## config.mk

```make
export PLATFORM = sky130hd
export DESIGN_NAME = packet_injector
export DESIGN_NICKNAME = d
export VERILOG_FILES = /design/src/rtl/packet_injector_pkg.sv /design/src/rtl/packet_injector_desc_fifo.sv /design/src/rtl/packet_injector.sv
export SDC_FILE = /design/constraint.sdc
export NUM_CORES = 1
export LEC_CHECK = 0
export CORE_AREA = 2 2 95 69
export DETAILED_ROUTE_END_ITERATION = 7
export DIE_AREA = 0 0 97 71
export GPL_TIMING_DRIVEN = 1
export PLACE_DENSITY_LB_ADDON = 0.2
export SKIP_CTS_REPAIR_TIMING = 1
export SLEW_MARGIN = 10
export SYNTH_ARGS = -nofsm -noshare
export SYNTH_HDL_FRONTEND = slang
export SYNTH_SLANG_ARGS = --single-unit
```

## constraint.sdc

```tcl
create_clock -name clk -period 2.9 [get_ports clk]
set_clock_uncertainty 0.1 [all_clocks]
set_input_delay 0.58 -clock clk [delete_from_list [all_inputs] [get_ports clk]]
set_output_delay 0.58 -clock clk [all_outputs]
set_load 0.02 [all_outputs]
```

## src/rtl/packet_injector_pkg.sv

```systemverilog
// -----------------------------------------------------------------------------
// packet_injector_pkg
// Shared definitions for the packet injector:
//   - state_t        : packet FSM state encoding (IDLE / HEAD / BODY)
//   - PKT_COUNT_W    : width of the transferred-header counter
//   - hdr_*_lsb()    : bit offsets of the header fields (dest, source, length)
//   - desc_w()       : packed descriptor width {vc, len, dest}
// -----------------------------------------------------------------------------
package packet_injector_pkg;

  typedef enum logic [1:0] {
    ST_IDLE = 2'd0,
    ST_HEAD = 2'd1,
    ST_BODY = 2'd2
  } state_t;

  localparam int PKT_COUNT_W = 16;

  // Header layout, LSB first: dest, then source (my_addr), then body length.
  function automatic int hdr_dest_lsb(input int place);
    return place;
  endfunction

  function automatic int hdr_src_lsb(input int place, input int addr_w);
    return place + addr_w;
  endfunction

  function automatic int hdr_len_lsb(input int place, input int addr_w);
    return place + 2 * addr_w;
  endfunction

  // Descriptor packing inside the FIFO: {vc, len, dest}.
  function automatic int desc_w(input int addr_w, input int len_w, input int vc_w);
    return addr_w + len_w + vc_w;
  endfunction

endpackage

```

## src/rtl/packet_injector_desc_fifo.sv

```systemverilog
// -----------------------------------------------------------------------------
// desc_fifo
// Synchronous descriptor FIFO, DEPTH entries (power of two, >= 2).
// Ports:
//   clk, reset      : clock, synchronous active-high reset (empties the FIFO)
//   i_push, i_data  : write request and data; ignored while full
//   i_pop           : read request; ignored while empty
//   o_data          : entry at the head of the FIFO (valid while !o_empty)
//   o_full, o_empty : occupancy flags
// -----------------------------------------------------------------------------
module desc_fifo #(
  parameter int WIDTH = 10,
  parameter int DEPTH = 2
) (
  input  logic             clk,
  input  logic             reset,
  input  logic             i_push,
  input  logic [WIDTH-1:0] i_data,
  input  logic             i_pop,
  output logic [WIDTH-1:0] o_data,
  output logic             o_full,
  output logic             o_empty
);

  localparam int AW = $clog2(DEPTH);
  localparam logic [AW:0] PTR_ONE = (AW + 1)'(1);

  // Pointers carry one extra wrap bit to tell full from empty.
  logic [AW:0]      r_wptr;
  logic [AW:0]      r_rptr;
  logic [WIDTH-1:0] r_mem [DEPTH];
  logic             w_do_push;
  logic             w_do_pop;

  assign o_empty   = (r_wptr == r_rptr);
  assign o_full    = (r_wptr[AW] != r_rptr[AW]) && (r_wptr[AW-1:0] == r_rptr[AW-1:0]);
  assign w_do_push = i_push && !o_full;
  assign w_do_pop  = i_pop && !o_empty;
  assign o_data    = r_mem[r_rptr[AW-1:0]];

  always_ff @(posedge clk) begin
    if (reset) begin
      r_wptr <= '0;
      r_rptr <= '0;
    end else begin
      if (w_do_push) r_wptr <= r_wptr + PTR_ONE;
      if (w_do_pop)  r_rptr <= r_rptr + PTR_ONE;
    end
  end

  // Storage is data only; stale entries are unreachable once pointers reset.
  always_ff @(posedge clk) begin
    if (w_do_push) r_mem[r_wptr[AW-1:0]] <= i_data;
  end

endmodule

```

## src/rtl/packet_injector.sv

```systemverilog
// -----------------------------------------------------------------------------
// packet_injector
// Turns queued packet descriptors plus a payload stream into router phits:
// one header phit {len, my_addr, dest} followed by len body phits taken from
// the payload stream.
// Ports:
//   clk, reset                        : clock, synchronous active-high reset
//   my_addr                           : source address placed in every header
//   desc_valid/desc_ready             : descriptor handshake
//   desc_dest/desc_len/desc_vc        : destination, body phit count, VC
//   pay_data/pay_valid/pay_ready      : body payload stream
//   outdata/outsent_req/outnew        : phit, phit valid, head-of-packet marker
//   outvc_no                          : VC of the packet in flight
//   inready                           : router inport ready
//   busy                              : packet in flight or descriptor queued
//   pkt_count                         : transferred headers (wrapping)
// Build option:
//   PACKET_INJECTOR_STATS_EN defined  -> pkt_count counter present
//   undefined (default)               -> pkt_count tied to 0
// -----------------------------------------------------------------------------
module packet_injector
  import packet_injector_pkg::*;
#(
  parameter int phit_size               = 32,
  parameter int addr_length             = 4,
  parameter int addr_place_in_header    = 0,
  parameter int floorplusone_log2_no_vc = 2,
  parameter int len_width               = 4,
  parameter int desc_depth              = 2
) (
  input  logic                               clk,
  input  logic                               reset,
  input  logic [addr_length-1:0]             my_addr,
  input  logic                               desc_valid,
  output logic                               desc_ready,
  input  logic [addr_length-1:0]             desc_dest,
  input  logic [len_width-1:0]               desc_len,
  input  logic [floorplusone_log2_no_vc-1:0] desc_vc,
  input  logic [phit_size-1:0]               pay_data,
  input  logic                               pay_valid,
  output logic                               pay_ready,
  output logic [phit_size-1:0]               outdata,
  output logic                               outsent_req,
  output logic                               outnew,
  output logic [floorplusone_log2_no_vc-1:0] outvc_no,
  input  logic                               inready,
  output logic                               busy,
  output logic [PKT_COUNT_W-1:0]             pkt_count
);

  localparam int VW       = floorplusone_log2_no_vc;
  localparam int DW       = desc_w(addr_length, len_width, VW);
  localparam int DEST_LSB = hdr_dest_lsb(addr_place_in_header);
  localparam int SRC_LSB  = hdr_src_lsb(addr_place_in_header, addr_length);
  localparam int LEN_LSB  = hdr_len_lsb(addr_place_in_header, addr_length);
  localparam logic [len_width-1:0] LEN_ONE = len_width'(1);

  state_t                 r_state;
  logic [len_width-1:0]   r_remaining;
  logic [phit_size-1:0]   r_hdr;
  logic [VW-1:0]          r_vc;

  logic [DW-1:0]          w_fifo_wdata;
  logic [DW-1:0]          w_fifo_rdata;
  logic                   w_full;
  logic                   w_empty;
  logic                   w_pop;
  logic                   w_hdr_xfer;
  logic                   w_body_xfer;
  logic                   w_pkt_end;
  logic [addr_length-1:0] w_pop_dest;
  logic [len_width-1:0]   w_pop_len;
  logic [VW-1:0]          w_pop_vc;
  logic [phit_size-1:0]   w_pop_hdr;

  assign w_fifo_wdata = {desc_vc, desc_len, desc_dest};
  assign w_pop_dest   = w_fifo_rdata[0 +: addr_length];
  assign w_pop_len    = w_fifo_rdata[addr_length +: len_width];
  assign w_pop_vc     = w_fifo_rdata[addr_length + len_width +: VW];

  desc_fifo #(
    .WIDTH (DW),
    .DEPTH (desc_depth)
  ) u_desc_fifo (
    .clk     (clk),
    .reset   (reset),
    .i_push  (desc_valid),
    .i_data  (w_fifo_wdata),
    .i_pop   (w_pop),
    .o_data  (w_fifo_rdata),
    .o_full  (w_full),
    .o_empty (w_empty)
  );

  assign desc_ready = !w_full;
  assign busy       = (r_state != ST_IDLE) || !w_empty;

  // Header is built from the FIFO head at pop time so it stays stable while
  // the router stalls.
  always_comb begin
    w_pop_hdr                                = '0;
    w_pop_hdr[DEST_LSB +: addr_length]       = w_pop_dest;
    w_pop_hdr[SRC_LSB +: addr_length]        = my_addr;
    w_pop_hdr[LEN_LSB +: len_width]          = w_pop_len;
  end

  assign w_hdr_xfer  = (r_state == ST_HEAD) && inready;
  assign w_body_xfer = (r_state == ST_BODY) && pay_valid && inready;
  // Last phit of the current packet leaves this cycle.
  assign w_pkt_end   = (w_hdr_xfer && (r_remaining == '0)) ||
                       (w_body_xfer && (r_remaining == LEN_ONE));
  // Pop from IDLE, or at packet end so the next header follows with no gap.
  assign w_pop       = !w_empty && ((r_state == ST_IDLE) || w_pkt_end);

  always_ff @(posedge clk) begin
    if (reset) begin
      r_state     <= ST_IDLE;
      r_remaining <= '0;
    end else begin
      case (r_state)
        ST_IDLE: begin
          if (w_pop) r_state <= ST_HEAD;
        end
        ST_HEAD: begin
          if (w_hdr_xfer) begin
            if (r_remaining != '0) r_state <= ST_BODY;
            else                   r_state <= w_empty ? ST_IDLE : ST_HEAD;
          end
        end
        ST_BODY: begin
          if (w_body_xfer) begin
            r_remaining <= r_remaining - LEN_ONE;
            if (r_remaining == LEN_ONE) r_state <= w_empty ? ST_IDLE : ST_HEAD;
          end
        end
        default: r_state <= ST_IDLE;
      endcase
      // A pop loads the next packet's length; overrides the final decrement.
      if (w_pop) r_remaining <= w_pop_len;
    end
  end

  always_ff @(posedge clk) begin
    if (w_pop) begin
      r_hdr <= w_pop_hdr;
      r_vc  <= w_pop_vc;
    end
  end

  always_comb begin
    outsent_req = 1'b0;
    outnew      = 1'b0;
    outdata     = '0;
    outvc_no    = '0;
    pay_ready   = 1'b0;
    case (r_state)
      ST_HEAD: begin
        outsent_req = 1'b1;
        outnew      = 1'b1;
        outdata     = r_hdr;
        outvc_no    = r_vc;
      end
      ST_BODY: begin
        outsent_req = pay_valid;
        outdata     = pay_data;
        outvc_no    = r_vc;
        pay_ready   = inready;
      end
      default: ;
    endcase
  end

`ifdef PACKET_INJECTOR_STATS_EN
  logic [PKT_COUNT_W-1:0] r_pkt_count;

  always_ff @(posedge clk) begin
    if (reset)           r_pkt_count <= '0;
    else if (w_hdr_xfer) r_pkt_count <= r_pkt_count + PKT_COUNT_W'(1);
  end

  assign pkt_count = r_pkt_count;
`else
  assign pkt_count = '0;
`endif

endmodule

```

======== Word level (Yosys, flattened, before mapping) ========
Memory sizes are Yosys's and may differ from the RTL's. A register that Yosys moved wholly into a read port is not among the register bits.
Cells that the tools add are included.
Widths: inputs -> output; s select.
storage, ports and cells
  register bits after elaboration ......... 24
  logic and storage cells ................. 62
  RAM bits ................................ 20
  memories ................................ 1
  input bits .............................. 51
  output and inout port bits .............. 55
memory list
  memory             depth  bits a word  rd ports  clocked after memory_dff  write ports  line                             RTL
  u_desc_fifo.r_mem  2      10           1         1                         1            packet_injector_desc_fifo.sv:31  logic [WIDTH-1:0] r_mem [DEPTH];
cells by class
  reductions and logical operators ........ 23
  equal/unequal tests ..................... 10
  add/sub/neg operators ................... 3
  muxes and demuxes ....................... 19
operator list
  kind                 count
  $pmux 32 s2          1
  $mux 2               6
  $mux 4               3
  $logic_and 1x1->1    9
  $mux 1               7
  $pmux 2 s3           1
  $reduce_bool 2->1    3
  $add 2x1->2 const B  2
  $eq 4x1->1 const B   1
  $logic_not 4->1      1
  $ne 2x1->1 const B   2
  $ne 2x2->1 const B   2
  $reduce_and 4->1     1
  $reduce_bool 4->1    1
  $sub 4x1->4 const B  1
  $logic_or 1x1->1     3
  $eq 2x1->1 const B   1
  $eq 2x2->1           1
  $eq 2x2->1 const B   1
  $logic_not 1->1      2
  $logic_not 2->1      1
  $pmux 1 s2           1
  $reduce_and 2->1     1
  $reduce_or 2->1      1
  2 further kinds      2

======== Longest topological paths before layout ========
Gate-level depths: netlist of the first run.
  depth after elaboration ................. 10
  depth in mapped cells ................... 8
  gate-level depth less buffers ........... 6

======== By module ========
A second synthesis of the first run with hierarchy kept.
second synthesis, totals
  cells, all modules ...................... 193
  area total of the unflattened synthesis .. 2301.0 um^2
by module, submodules not included
  module           seq. area each (um^2)  cells each  instances  area an instance (um^2)
  packet_injector  540.5                  130         1          1308.8
  desc_fifo        700.7                  63          1          992.2

======== Worst setup path after synthesis of the first run ========
Ideal clock, no wire load.
  kind .................................... register to output
  start point ............................. register r_state[1]
  end point ............................... output port outdata[0]
  required time ........................... 2.220 ns
  arrival ................................. 1.484 ns
  cell stages (with the launch flop) ...... 6
  setup slack ............................. 0.736 ns
  buffers on the path ..................... 1
  path through ............................ dfxtp_1 inv_1 ha_1 clkbuf_1 a22oi_1 nor2b_1
between the ends
  longest elaborated chain between the ends .. 2
  elaborated cells between the ends (all ways) .. 3
  classes of those cells .................. 2 x eq/ne; 1 x mux
RTL lines
  element                                   line                    RTL
  from (decl)                               packet_injector.sv:58   state_t r_state;
  from (signal assigned)                    packet_injector.sv:127  else r_state <= w_empty ? ST_IDLE : ST_HEAD;
  from (signal assigned)                    packet_injector.sv:133  if (r_remaining == LEN_ONE) r_state <= w_empty ? ST_IDLE : ST_HEAD;
  $eq 2x2->1 or $eq 2x1->1 (tied branches)  packet_injector.sv:156  case (r_state)
  $pmux 32 s2 *                             packet_injector.sv:156
  to (decl)                                 packet_injector.sv:42   output logic [phit_size-1:0] outdata,
Every way passes the cells marked *; elsewhere a longest branch is shown, timed or not.

======== Final worst setup path of the first run ========
  start point ............................. register r_state[0]
  end point ............................... output port outdata[8]
Same word-level chain as after synthesis.

==> impl_results.md, run 1 <==
- DIE WIDTH: 97 um
- Via count: 1686
- Hold Crit Endpoint: r_state[1]
- DIE HEIGHT: 71 um
- Vias in the first global route: 1608
- Antenna fix cells: 0
- Fin cells: 369
- Library cells used by synthesis: 37
- Starting DRT DRC Count: 63
- R2r setup slk: 520 ps
- Yosys warning total: 0
- Crit path kind: flip-flop to output port
- Clock sinks: 45
- TritonCTS buffer count: 5
- Vias per inst: 4.57
- Final #Nets: 347
- Max-Cap Viols: 0
- Final setup violation count: 0
- CP endpoint kind: output port
- Final Hold Fails: 0
- Syn_area_per_cell: 11.7 um2
- Maximum number of pins on one net before global-route repair: 37
- Status: complete, no violations
- Min-delay worst type: flip-flop to flip-flop
- Root buf cell: clkbuf_8
- Worst R2R End: r_vc[0]
- Max Transition Viols Final: 0
- Final worst-path cycle share: 93.3%
- Peak VDD IR: 0.000425 V
- Area Growth Syn to Fin: 43.6%
- Port Buf Inserts: 89
- Crit Reg-Reg Startpoint: r_state[1]
- Number of synthesized flops with an enable pin: 34
- Required time worst endpoint: 2220 ps
- 1st-pass router iterations: 4
- DP Cell Count: 361
- Post-synth top cells: edfxtp_1, and2_1, buf_4
- Minimum clock period: 2710 ps
- Avg WL per Cell: 14.0 um
- Unrepaired setup endpoints after global routing: false
- Critical Path Start Type: flip-flop
- Worst hold start: r_state[1]
- Filler instances: 527
- Seq cells post-synth: 45
- Reg clk slew, reported paths: 80 ps
- Worst-Skew Late Latency: 300 ps
- GP Congestion: 0.797
- Crit path DAT: 2030 ps
- DR DRC count: 0
- Final WL: 5.15 mm
- Ratio of cells with drive above 1 in the final layout: 10.7%
- Worst reg-to-reg path cell count: 6
- PD cells: 768 nW/um2
- Detail Route Antenna Nets: 0
- Final hold slack: 421 ps
- Die ar.: 6890 um2
- TritonCTS clock tree: yes
- Setup_tns: 0 ps
- Worst Path Max Fanout: 36
- Slew Limit Headroom: 63.5%
- Synth top area share: 43.6%
- CTS Buffer Depth: 2
- Mapped Cells: 200
- Multi-input gate area: 970 um2
- Leak: 0.00119 uW
- Area leader, netlist: edfxtp_1
- Fraction of registers with async set/reset: 0%
- Seq/Total Area, Yosys: 53.0%
- Hold path depth: 2
- CORE AREA: 6040 um2
- Initial Utilization: 38.8%
- Count leader, synth: edfxtp_1
- First-pass GRT wire length: 8.23 mm
- Initial antenna violation count: 0
- Ys flop type: edfxtp_1
- Total global-route track usage: 15.4%
- Register area: 1240 um2
- H-tree levels: 2
- Final WS setup: 193 ps
- Detailed placer's ending HPWL: 3.99 mm
- Io pins: 106
- Post-Place Worst Slack: 300 ps
- Row cnt: 24
- Area contributors post-synth: edfxtp_1, dfxtp_1, and2_1
- Remaining global-route overflow: 0
- Fmax: 0.369 GHz
- Least-Margin Pin Slew: 546 ps
- Netlist Area Pre-Place: 2340 um2
## worst max-delay path by stage
| stage | from | to | slack, ps |
|---|---|---|---|
| 5_1_grt | r_state[1] | outdata[10] | 50 |
| 6_report | r_state[0] | outdata[8] | 190 |
| 3_5_place_dp | r_state[1] | r_hdr[5] | 300 |
| 4_1_cts | r_state[1] | outdata[8] | 5 |
| 2_1_floorplan | r_state[1] | outdata[0] | 740 |
| 3_3_place_gp | pay_valid | outsent_req | 310 |
## critical path, stage by stage (launching register included)
cell             delay [ps]
dfxtp_1                 340
inv_1                    90
ha_1                    190
buf_6                   230
a22oi_1                 120
nor2b_1                 150
clkdlybuf4s50_1         620
## state kept, by name, indices dropped and copies added, names as in the netlist, named ones only
name                count
u_desc_fifo.r_mem      20
r_hdr                  12
r_remaining             4
r_state                 2
r_vc                    2
u_desc_fifo.r_rptr      2
u_desc_fifo.r_wptr      2
## logic make-up (layout without fill, tap and decap cells)
family          after synthesis  count (layout)  synth area share [%]
compound gates               33              33                  10.6
other cells                   1              16                 0.160
simple gates                 62              62                  16.2
flops                        45              45                  53.0
mux                          10              10                  4.81
fa+ha+maj                     6               6                  3.21
buf+inv                      35             111                  8.34
xor+xnor                      8               8                  3.64
## cell usage in the layout, fill, tap and decap left out, types with 5 or more instances in the layout
cell type        netlist  layout
and2_1                23      23
dfxtp_1               11      11
conb_1                 1      16
mux2_2                10      10
clkdlybuf4s50_1        0      89
a22oi_1               12      12
inv_1                 10      10
nor2b_1               13      13
clkbuf_8               0       5
nor3_1                 6       5
edfxtp_1              34      34
a21oi_1                7       7
## report_power, final
| part | internal (uW) | switching [uW] |
|---|---|---|
| combinational | 509 | 615 |
| clock | 171 | 211 |
| sequential | 960 | 113 |
## per-layer routing
| metal | global-route usage, % | up-vias | part of all wire (%) |
|---|---|---|---|
| li1 | - | 852 | - |
| met1 | 21.0 | 770 | 47 |
| met2 | 24.1 | 62 | 47 |
| met3 | 5.04 | 2 | 5.5 |
| met4 | 3.76 | 0 | 0.14 |
| met5 | 0 | - | 0 |
## through the flow
| step | power (uW) | utilization, % | area [um2] |
|---|---|---|---|
| 2_1_floorplan | 1800 | - | 2400 |
| 3_3_place_gp | 2190 | 54.0 | 3260 |
| 6_report | 2580 | 55.7 | 3360 |
| 3_5_place_dp | 2210 | 54.0 | 3260 |
| 4_1_cts | 2600 | 55.5 | 3350 |
| 5_1_grt | 2780 | 55.7 | 3360 |
## area by class of cell
type,count,area share (%)
Clock buffer,5,2.05
Clock inverter,3,0.633
Inverter,10,1.12
Multi-Input combinational cell,135,28.9
Sequential cell,45,36.9
Tap cell,78,2.90
Timing Repair Buffer,93,27.5
Power figures use the tool's default switching activity.
==> run 2: changes to the inputs <==
==> constraint.sdc (replaced) <==
create_clock -name clk -period 2.9 [get_ports clk]
set_clock_uncertainty 0.1 [all_clocks]
set_input_delay 0.58 -clock clk [delete_from_list [all_inputs] [get_ports clk]]
set_output_delay 0.58 -clock clk [all_outputs]
set_load 0.01 [all_outputs]
==> run 2 against run 1 <==
Compared with the run above: sequential cell count did not move; largest power group is now registers; count of clock-buffer cells in the layout unchanged; setup slack gained 37 ps; largest cell class unchanged; sequential power about the same.
==> impl_results.md, run 2 (same netlist as run 1, synthesis figures left out) <==
- Sw Share: 33.2%
- Post-Place Worst Slack: 375 ps
- Max-Cap Viols: 0
- Initial antenna violation count: 0
- Worst-Skew Late Latency: 290 ps
- Detail Route Antenna Nets: 0
- Worst hold start: r_state[0]
- Bufs and invs on worst path: 3
- Filler instances: 538
- Required time worst endpoint: 2220 ps
- Unrepaired setup endpoints after global routing: false
- Vias per inst: 4.61
- Root buf cell: clkbuf_8
- Top delay family on crit path: buffers and inverters
- Clock sinks: 45
- Final WL: 4.99 mm
- Peak VDD IR: 0.000404 V
- CTS Buffer Depth: 2
- R2r setup slk: 580 ps
- Minimum clock period: 2670 ps
- Die ar.: 6890 um2
- DR DRC count: 0
- Antenna fix cells: 0
- CORE AREA: 6040 um2
- Most frequent cells in the layout: clkdlybuf4s50_1, edfxtp_1, and2_1
- CP endpoint kind: output port
- Reg clk slew, reported paths: 80 ps
- Final #Nets: 348
- Psw: 857 uW
- Commonest non-fill, non-tap cell in the layout: clkdlybuf4s50_1
- Min-delay worst type: flip-flop to flip-flop
- H-tree levels: 2
- Row cnt: 24
- Crit Reg-Reg Startpoint: r_state[0]
- Clk network pwr share: 18.3%
- Int Pwr: 1720 uW
- CP max stage cell: clkdlybuf4s50_1
- Initial Utilization: 38.8%
- Port Buf Inserts: 89
- Comb pwr share: 40.2%
- Starting DRT DRC Count: 97
- DIE HEIGHT: 71 um
- Remaining global-route overflow: 0
- Crit path DAT: 1990 ps
- Detailed placer's ending HPWL: 3.77 mm
- Final worst-path cycle share: 92.0%
- Sequential share of power: 41.5%
- Critical Path Start Type: flip-flop
- Via count: 1705
- 1st-pass router iterations: 4
- Final Hold Fails: 0
- Largest register FFs: 20
- Hold Crit Endpoint: r_state[0]
- TritonCTS buffer count: 5
- Vias in the first global route: 1583
- TritonCTS clock tree: yes
- Worst R2R End: r_hdr[11]
- Worst reg-to-reg path cell count: 7
- Delay of the slowest critical-path stage: 560 ps
- Setup_tns: 0 ps
- Area Growth Syn to Fin: 44.5%
- PD cells: 763 nW/um2
- Fmax: 0.375 GHz
- Status: complete, no violations
- DIE WIDTH: 97 um
- Ratio of cells with drive above 1 in the final layout: 10.6%
- Io pins: 106
- Crit path cell chain: inv_1, ha_1, buf_4, a22oi_1, nor2b_1, clkdlybuf4s50_1
- Final setup violation count: 0
- First-pass GRT wire length: 7.97 mm
- GP Congestion: 0.793
- Leak: 0.00121 uW
- Total global-route track usage: 14.5%
- Crit path kind: flip-flop to output port
- Maximum number of pins on one net before global-route repair: 37
- Final WS setup: 231 ps
- Least-Margin Pin Slew: 520 ps
- Max Transition Viols Final: 0
- Avg WL per Cell: 13.5 um
- Slew Limit Headroom: 65.3%
- Worst Path Max Fanout: 36
- Hold path depth: 2
run 2: cell types whose count changed in the layout (fill, tap and decap cells not counted):
cell	delta
bufinv_16	+1
ha_2	-1
clkinv_1	-1
buf_4	+2
ha_1	+1
inv_6	-1
nor3_2	-1
clkinvlp_4	+1
nor3_1	+1
buf_6	-1
run 2: metal layers:
metal | track usage, % | vias up | share of wire (%)
met5 | 0 | - | 0
met4 | 3.76 | 0 | 0.32
met3 | 4.25 | 3 | 6.6
met2 | 22.5 | 69 | 45
met1 | 20.1 | 775 | 48
li1 | - | 858 | -
run 2: final cells by class:
| class | count | area, um2 | share of cell area [%] |
|---|---|---|---|
| Timing Repair Buffer | 94 | 928 | 27.5 |
| Sequential cell | 45 | 1240 | 36.7 |
| Inverter | 10 | 37.5 | 1.11 |
| Multi-Input combinational cell | 135 | 962 | 28.4 |
| Clock inverter | 3 | 46.3 | 1.37 |
| Tap cell | 78 | 97.6 | 2.89 |
| Clock buffer | 5 | 68.8 | 2.03 |
run 2: power groups by stage:
stage | Clock [uW] | Combinational, uW | Sequential [uW]
2_1_floorplan | 0 | 685 | 1050
3_3_place_gp | 0 | 1030 | 1080
3_5_place_dp | 0 | 1040 | 1090
4_1_cts | 482 | 1050 | 1070
5_1_grt | 520 | 1150 | 1090
6_report | 471 | 1040 | 1070
run 2: worst min-delay path: stages, from the launching register on:
cell and delay [ps]:
dfxtp_1 340, o21ai_0 80, a21oi_1 60
run 2: per-stage QoR:
step | instances | total power (uW) | hold slack, ps | utilization [%] | instance area [um2]
3_5_place_dp | 362 | 2130 | 408 | 54.1 | 3260
3_3_place_gp | 362 | 2120 | 405 | 54.1 | 3260
2_1_floorplan | 215 | 1730 | 383 | - | 2400
4_1_cts | 370 | 2600 | 420 | 56.0 | 3380
5_1_grt | 370 | 2760 | 450 | 56.0 | 3380
6_report | 370 | 2580 | 419 | 56.0 | 3380
run 2: how the worst max path moves through the flow:
| stage | start | to | slack [ps] | depth (start not counted) |
|---|---|---|---|---|
| final | r_state[0] | outdata[1] | 230 | 6 |
| after global routing | r_state[0] | outdata[11] | 30 | 6 |
| after CTS | r_state[1] | outdata[8] | 150 | 4 |
| after detailed placement | pay_valid | outsent_req | 370 | 4 |
| after global placement | pay_valid | outsent_req | 390 | 4 |
| after floorplan | r_state[0] | r_hdr[0] | 810 | 8 |
==> run 3: changes to the inputs <==
--- a/config.mk
+++ b/config.mk
@@ -5,6 +5,8 @@
 export SDC_FILE = /design/constraint.sdc
 export NUM_CORES = 1
 export LEC_CHECK = 0
+export ABC_CLOCK_PERIOD_IN_PS = 3300
+export CAP_MARGIN = 20
 export CORE_AREA = 2 2 95 69
 export DETAILED_ROUTE_END_ITERATION = 7
 export DIE_AREA = 0 0 97 71
==> constraint.sdc (replaced) <==
create_clock -name clk -period 3.3 [get_ports clk]
set_clock_uncertainty 0.1 [all_clocks]
set_input_delay 0.66 -clock clk [delete_from_list [all_inputs] [get_ports clk]]
set_output_delay 0.66 -clock clk [all_outputs]
set_load 0.01 [all_outputs]
==> run 3 against run 2 <==
Compared with the run above: global-route usage grew 1.0 points; sequential share of layout area rose by 0.43 points; sequential power is 11% lower; utilization down 0.64 points; first-iteration DRC count shrank 38%; non-clock buffer count is 2 lower; clock power shrank 27%; count of clock-buffer cells in the layout is the same; combinational power is 13% lower; critical path type unchanged; critical endpoint is now outdata[3]; largest cell class unchanged.
==> impl_results.md, run 3 (same netlist as run 1, synthesis figures left out) <==
- Delay of the slowest critical-path stage: 560 ps
- Max-Cap Viols: 0
- GP Congestion: 0.779
- Antenna fix cells: 0
- TritonCTS buffer count: 5
- Total global-route track usage: 15.5%
- WP depth: 5
- CP endpoint kind: output port
- Final Hold Fails: 0
- Setup_tns: 0 ps
- First-pass GRT wire length: 8.51 mm
- Leak: 0.00119 uW
- Maximum number of pins on one net before global-route repair: 37
- TritonCTS clock tree: yes
- GRT busiest layer: met2
- Sw Share: 34.6%
- Starting DRT DRC Count: 60
- Unrepaired setup endpoints after global routing: false
- Critical Path Start Type: flip-flop
- DR DRC count: 0
- Worst hold start: r_state[0]
- Reg clk slew, reported paths: 80 ps
- Detail Route Antenna Nets: 0
- Sequential share of power: 43.2%
- DP Cell Count: 360
- Final worst-path cycle share: 87.6%
- Clk network pwr share: 15.7%
- Worst Path Max Fanout: 17
- Initial Utilization: 38.8%
- Die ar.: 6890 um2
- DIE WIDTH: 97 um
- Met1 Track Usage GR: 21.8%
- Crit path cell chain: inv_1, ha_1, a22oi_1, nor2b_1, clkdlybuf4s50_1
- Worst-Skew Late Latency: 290 ps
- Final WL: 5.11 mm
- Max Transition Viols Final: 0
- PD cells: 656 nW/um2
- Int Pwr: 1430 uW
- Hold path depth: 2
- Required time worst endpoint: 2540 ps
- Crit Reg-Reg Startpoint: r_state[1]
- Final #Nets: 346
- Final setup violation count: 0
- Psw: 759 uW
- Comb pwr share: 41.1%
- Row cnt: 24
- Most frequent cells in the layout: clkdlybuf4s50_1, edfxtp_1, and2_1
- R2r setup slk: 680 ps
- Status: complete, no violations
- Port Buf Inserts: 89
- Detailed placer's ending HPWL: 3.93 mm
- CP max stage cell: ha_1
- Worst reg-to-reg path cell count: 6
- GR Util met2: 24.1%
- Clock sinks: 45
- Slew Limit Headroom: 57.9%
- Crit path DAT: 2130 ps
- Worst R2R End: r_hdr[3]
- Avg WL per Cell: 13.9 um
- Peak VDD IR: 0.000317 V
- Root buf cell: clkbuf_8
- Hold Crit Endpoint: r_state[0]
- Fin cells: 368
- Remaining global-route overflow: 0
- Crit path kind: flip-flop to output port
- Ratio of cells with drive above 1 in the final layout: 9.66%
- 1st-pass router iterations: 4
- Initial antenna violation count: 0
- Io pins: 106
- Total power: 2190 uW
- Bufs and invs on worst path: 2
- DIE HEIGHT: 71 um
- H-tree levels: 2
- Fmax: 0.346 GHz
- Area Growth Syn to Fin: 42.9%
- Top delay family on crit path: buffers and inverters
- Minimum clock period: 2890 ps
- Vias in the first global route: 1647
- GR Util met3: 4.15%
- CORE AREA: 6040 um2
- Min-delay worst type: flip-flop to flip-flop
- CTS Buffer Depth: 2
- Least-Margin Pin Slew: 631 ps
- Vias per inst: 4.60
- Via count: 1694
- Largest register FFs: 20
- Commonest non-fill, non-tap cell in the layout: clkdlybuf4s50_1
run 3: changes by cell type in the layout (fill, tap and decap cells not counted), sizes merged:
cell / previous run / this run
buf: 5 / 3
bufinv: 1 / 0
inv: 10 / 11
run 3: worst max path at each step:
stage	from	endpoint
2_1_floorplan	r_state[0]	r_hdr[0]
3_3_place_gp	inready	pay_ready
3_5_place_dp	inready	r_hdr[6]
4_1_cts	r_state[1]	outdata[10]
5_1_grt	r_state[1]	outdata[11]
6_report	r_state[1]	outdata[3]
run 3: cell type report:
class                           count  area, um2
Clock inverter                      3       25.0
Tap cell                           78       97.6
Clock buffer                        5       68.8
Multi-Input combinational cell    135        960
Fill cell                         540       2690
Sequential cell                    45       1240
Inverter                           10       37.5
Timing Repair Buffer               92        913
run 3: worst register-to-register path, stage by stage, from the launching register on:
cell	delay, ps
dfxtp_1	350
inv_1	80
ha_1	560
and4bb_2	400
a221o_1	230
nand2_1	130
inv_1	420
run 3: through the flow:
stage	instance area, um2	utilization (%)	setup WS, ps	hold WS, ps
after floorplan	2400	-	1210	383
after global placement	3250	53.8	586	407
after detailed placement	3250	53.8	582	417
after CTS	3340	55.4	373	431
after global routing	3340	55.4	177	458
final	3340	55.4	408	431
run 3: power by group through the flow:
stage               registers (uW)  clock network [uW]  logic [uW]
floorplan                      918                   0         602
global placement               954                   0         902
detailed placement             964                   0         912
CTS                            950                 356         916
global route                   971                 383        1020
finish                         947                 344         901
run 3: routing by layer:
metal  wire, um  up-vias
met5          0        -
met4         43        0
met3        328        4
met2       2260       72
met1       2480      768
li1           -      850
